<file path="src/rtl/result_frame_writer.sv">
// Captures saturated convolution results into a frame RAM, then streams the frame out.
// Build option: define ABS_MAG_EN to store |x| for negative results instead of clamping to 0.
module result_frame_writer #(
  parameter int unsigned ADDR_W     = 16,
  parameter int unsigned IN_W       = 17,
  parameter int unsigned PIX_W      = 8,
  parameter int unsigned NUM_PIXELS = 65536
) (
  input  logic              clk,
  input  logic              n_rst,
  input  logic              result,
  input  logic [IN_W-1:0]   output_result,
  output logic              wr_en,
  output logic [ADDR_W-1:0] wr_addr,
  output logic [PIX_W-1:0]  wr_data,
  output logic              rd_en,
  output logic [ADDR_W-1:0] rd_addr,
  input  logic [PIX_W-1:0]  rd_data,
  input  logic              readout_start,
  output logic              out_valid,
  input  logic              out_ready,
  output logic [PIX_W-1:0]  out_data,
  output logic              out_last,
  output logic              frame_done,
  output logic              overrun
);

  localparam logic [ADDR_W-1:0]       LastAddr = ADDR_W'(NUM_PIXELS - 1);
  localparam logic signed [IN_W:0]    PixMax   = (IN_W + 1)'((2 ** PIX_W) - 1);

  typedef enum logic [1:0] {StCapture, StFull, StReadout} state_e;

  function automatic logic [PIX_W-1:0] convert(input logic [IN_W-1:0] v);
    logic signed [IN_W:0] s;
    logic [PIX_W-1:0]     r;
    s = {v[IN_W-1], v};
`ifdef ABS_MAG_EN
    if (s < 0) s = -s;
`endif
    if (s < 0)           r = '0;
    else if (s > PixMax) r = '1;
    else                 r = s[PIX_W-1:0];
    return r;
  endfunction

  state_e             state_q;
  logic [ADDR_W-1:0]  wcnt_q;
  logic               wr_en_q;
  logic [ADDR_W-1:0]  wr_addr_q;
  logic [PIX_W-1:0]   wr_data_q;
  logic               frame_done_q;
  logic               overrun_q;

  logic [ADDR_W-1:0]  raddr_q;
  logic               rd_done_q;
  logic               pend_q;
  logic               pend_last_q;
  logic [PIX_W-1:0]   buf_data_q [2];
  logic               buf_last_q [2];
  logic               hd_q;
  logic [1:0]         occ_q;

  logic               pop;
  logic               wr_idx;
  logic [1:0]         occ_eff;
  logic               rd_en_c;

  assign out_valid = (occ_q != 2'd0);
  assign out_data  = buf_data_q[hd_q];
  assign out_last  = out_valid & buf_last_q[hd_q];

  // Read issue looks at this cycle's pop so a 2-entry buffer still sustains 1 pixel/cycle.
  always_comb begin
    pop     = out_valid & out_ready;
    wr_idx  = hd_q ^ occ_q[0];
    occ_eff = occ_q + {1'b0, pend_q} - {1'b0, pop};
    rd_en_c = (state_q == StReadout) && !rd_done_q && (occ_eff < 2'd2);
  end

  assign rd_en      = rd_en_c;
  assign rd_addr    = raddr_q;
  assign wr_en      = wr_en_q;
  assign wr_addr    = wr_addr_q;
  assign wr_data    = wr_data_q;
  assign frame_done = frame_done_q;
  assign overrun    = overrun_q;

  always_ff @(posedge clk or negedge n_rst) begin
    if (!n_rst) begin
      state_q       <= StCapture;
      wcnt_q        <= '0;
      wr_en_q       <= 1'b0;
      wr_addr_q     <= '0;
      wr_data_q     <= '0;
      frame_done_q  <= 1'b0;
      overrun_q     <= 1'b0;
      raddr_q       <= '0;
      rd_done_q     <= 1'b0;
      pend_q        <= 1'b0;
      pend_last_q   <= 1'b0;
      buf_data_q[0] <= '0;
      buf_data_q[1] <= '0;
      buf_last_q[0] <= 1'b0;
      buf_last_q[1] <= 1'b0;
      hd_q          <= 1'b0;
      occ_q         <= 2'd0;
    end else begin
      wr_en_q      <= 1'b0;
      frame_done_q <= 1'b0;

      if (result) begin
        if (state_q == StCapture) begin
          wr_en_q   <= 1'b1;
          wr_addr_q <= wcnt_q;
          wr_data_q <= convert(output_result);
          if (wcnt_q == LastAddr) begin
            frame_done_q <= 1'b1;
            wcnt_q       <= '0;
            state_q      <= StFull;
          end else begin
            wcnt_q <= wcnt_q + ADDR_W'(1);
          end
        end else begin
          overrun_q <= 1'b1;
        end
      end

      // rd_data is valid the cycle after rd_en; pend_q marks that cycle.
      pend_q      <= rd_en_c;
      pend_last_q <= (raddr_q == LastAddr);
      if (rd_en_c) begin
        if (raddr_q == LastAddr) begin
          rd_done_q <= 1'b1;
          raddr_q   <= '0;
        end else begin
          raddr_q <= raddr_q + ADDR_W'(1);
        end
      end

      if (pend_q) begin
        buf_data_q[wr_idx] <= rd_data;
        buf_last_q[wr_idx] <= pend_last_q;
      end
      occ_q <= occ_q + {1'b0, pend_q} - {1'b0, pop};
      if (pop) hd_q <= ~hd_q;

      case (state_q)
        StFull: begin
          if (readout_start) begin
            state_q   <= StReadout;
            raddr_q   <= '0;
            rd_done_q <= 1'b0;
          end
        end
        StReadout: begin
          if (pop && out_last) begin
            state_q   <= StCapture;
            wcnt_q    <= '0;
            raddr_q   <= '0;
            rd_done_q <= 1'b0;
            occ_q     <= 2'd0;
            hd_q      <= 1'b0;
          end
        end
        default: ;
      endcase
    end
  end

endmodule

</file>
<file path="config.mk">
export PLATFORM = sky130hd
export DESIGN_NAME = result_frame_writer
export DESIGN_NICKNAME = d
export VERILOG_FILES = /design/src/rtl/result_frame_writer.sv
export SDC_FILE = /design/constraint.sdc
export NUM_CORES = 1
export LEC_CHECK = 0
export BUFFER_PORTS_ARGS = -buffer_cell sky130_fd_sc_hd__buf_2
export CAP_MARGIN = 20
export CORE_AREA = 2 2 93 95
export DETAILED_ROUTE_END_ITERATION = 6
export DIE_AREA = 0 0 95 97
export PLACE_DENSITY = 0.73
export SLEW_MARGIN = 40
export SYNTH_ARGS = -nofsm -noshare
export SYNTH_HDL_FRONTEND = slang
export SYNTH_SLANG_ARGS = --single-unit
</file>
<file path="constraint.sdc">
create_clock -name clk -period 3.37 [get_ports clk]
set_clock_uncertainty 0.05 [all_clocks]
set_input_delay 0.1685 -clock clk [delete_from_list [all_inputs] [get_ports clk]]
set_output_delay 0.1685 -clock clk [all_outputs]
set_load 0.05 [all_outputs]
</file>
==> run summary <==
status: finished, final reports clean
Detail Placement HPWL: 6.05 mm
Clock power frac: 26.8%
initial core utilization: 49.3%
Area contributors post-synth: dfrtp_1 53%, mux2_2 9.0%, o31ai_1 3.2%
Worst-Skew Late Latency: 0.34 ns
Fmax: 359 MHz
Compound-Gate Fraction of Synth Area: 9.27%
power share of the combinational group: 26.6%
Reg clk slew, reported paths: 0.08 ns
warnings from Yosys: 0
Post-Synth Simple-Gate Area: 17.5%
max_cap viols: 0
reg2reg setup slack: 0.65 ns
via count of the first global-routing pass: 2998
largest family of logic cells by synthesized area: simple AND/OR/NAND/NOR gates
GPL Wtd Cong: 0.784
Hold Path Class: in -> reg
Die W: 95 µm
# placed instances: 533
Post-Syn Nets: 393
Synth top area share: 53.0%
period utilization: 82.6%
CTS Buffer Depth: 2
slowest library cell on the worst path: dfrtp_1
final hold violation count: 0
Post-Route WL: 8.55 mm
Final nets: 481
WP data arrival: 2.56 ns
Die Ht: 97 µm
synthesized area: 0.00401 mm²
largest net degree at the start of global routing: 86
final setup fails: 0
Adder-Cell Fraction of Synth Area: 2.18%
share of synthesized registers carrying an async set or reset: 100%
Leakage: 2.29 nW
P per Cell Area: 551 mW/mm²
Overflow after GRT: 0
DR WL/cell: 15.5 µm
register area share after synthesis: 53.0%
vias: 3100
# Post-CTS Setup Buffers: 0
CTS Hold Bufs: 5
DR vias/cell: 5.61
CP Class: reg -> out
Worst slew margin: 56.5%
H-tree lvl count: 3
I/O Pins: 84
TritonCTS sink count: 85
fin util: 58.7%
GRT Resource Usage Total: 19.2%
Main synth FF type: dfrtp_1
area grow syn2layout: 19.0%
Worst Slack Setup Final: 0.587 ns
cts bufs inserted: 9
Post-DRT Antenna Nets: 0
Switch Pwr: 0.000924 W
minimum clock period: 2.78 ns
mux share of post-synthesis cell area: 11.8%
RSZ-0062 raised after global routing: false
CP endpoint kind: primary output
antenna violations before repair: 0
synthesized netlist cell count: 356
Post-synth EDFFs: 0
Post-Layout Cell Count: 553
post-CTS sizing: 0
top cell type by total area after synthesis: dfrtp_1
DRT iter0 DRCs: 114
worst hold slack: 0.0193 ns
port bufs: 83
CP Data Required Time: 3.15 ns
drt drc: 0
first-pass GRT wire length: 14.1 mm
Seq cells post-synth: 85
CTS tree: built
die area: 0.00922 mm²
Filler Cell Count: 728
maximum vdd drop: 0.000345 V
fin. max-slew vios: 0
Sw Share: 35.1%
Post-synth top cells: 85 x dfrtp_1, 33 x nand2_1, 32 x mux2_2
layout cell share with drive strength beyond 1: 31.9%
Crit Path Max Fanout: 16
crit-path cells: o21ai_1 > inv_1 > ha_1 > inv_1 > ha_1 > xnor3_2 > nand2_2 > inv_2 > buf_2
Slowest Stage Delay on Critical Path: 0.42 ns
n_diodes: 0
Final TNS setup: 0 ns
pre-CTS setup slack: 0.644 ns
First-pass DRT Iterations: 4
synth unique cells: 51
Mapped Avg Cell Area: 11.3 µm²
XOR/XNOR Fraction of Synth Area: 3.65%
CP startpoint kind: flip-flop
std cell rows: 33
Reg power frac: 46.6%
most common cell in the netlist: dfrtp_1
Root Driver: clkbuf_8
core area: 0.00813 mm²
Worst Tran Pin Value: 0.653 ns
Cell Int Power: 0.00171 W
-- stage by stage --
step | total power, W | area, µm²
final | 0.00263 | 4770
after global routing | 0.00277 | 4770
after CTS | 0.00265 | 4760
after detailed placement | 0.00194 | 4520
after global placement | 0.00192 | 4520
after floorplan | 0.00175 | 4010
-- cell usage in the layout (no fill, tap or decap), types with 7 or more instances in the layout --
| master | instances |
|---|---|
| nand4_1 | 10 |
| mux2_1 | 9 |
| o31ai_1 | 17 |
| mux2_2 | 32 |
| a21oi_1 | 12 |
| clkbuf_8 | 11 |
| nor2_1 | 24 |
| ha_1 | 7 |
| inv_1 | 12 |
| or4_1 | 11 |
| buf_2 | 82 |
| xor2_1 | 11 |
| nand3_1 | 11 |
| dfrtp_1 | 85 |
| nand2_1 | 33 |
-- power groups by stage --
| stage | Combinational, W | Sequential, W | Clock [W] |
|---|---|---|---|
| finish | 0.000700 | 0.00122 | 0.000705 |
| global route | 0.000756 | 0.00124 | 0.000770 |
| floorplan | 0.000417 | 0.00134 | 0 |
| CTS | 0.000707 | 0.00122 | 0.000722 |
| detailed placement | 0.000699 | 0.00124 | 0 |
| global placement | 0.000682 | 0.00123 | 0 |
-- registers in the layout (all words and copies together) (netlist names), 2 cells and up --
register    cells
wr_data         8
buf_last_q      2
state_q         2
wcnt_q         16
wr_addr        16
occ_q           2
buf_data_q     16
rd_addr        16
-- worst max-delay path, delay by kind of cell, from the launching register on --
kind	cells	cell delay (ns)
buf+inv	4	0.54
fa+ha+maj	2	0.45
flops	1	0.42
xor+xnor	1	0.33
compound gates	1	0.26
simple gates	1	0.23
-- metal layers --
metal | global-route usage, % | vias to the layer above | part of all wire (%)
met3 | 4.44 | 7 | 4.6
met1 | 26.3 | 1544 | 46
met2 | 30.3 | 74 | 48
met5 | 0 | - | 0
met4 | 6.13 | 0 | 1.1
li1 | - | 1475 | -
-- cell type report --
type	count	area [µm²]	share of cell area (%)
sequential	85	2130	44.6
multi-input combinational	245	1790	37.4
tap	105	131	2.75
inverter	13	48.8	1.02
clock inverter	4	48.8	1.02
timing repair buffer	90	489	10.2
clock buffer	11	141	2.96
-- worst paths after layout --
check                           startpoint  depth (start not counted)       endpoint
worst max-delay path              occ_q[0]                          9          rd_en
worst min-delay path            rd_data[7]                          2  buf_data_q[7]
worst max register to register    occ_q[0]                          9     rd_addr[9]
worst min register to register     overrun                          1        overrun
max in group asynchronous            n_rst                          2      wcnt_q[1]
min in group asynchronous            n_rst                          2     wr_data[6]
-- cell families after synthesis --
logic type      count (synthesis)
compound gates                 53
xor+xnor                       15
fa+ha+maj                       7
buf+inv                        26
flops                          85
mux                            42
simple gates                  128
Note: power is estimated with default switching activity, not from simulation.
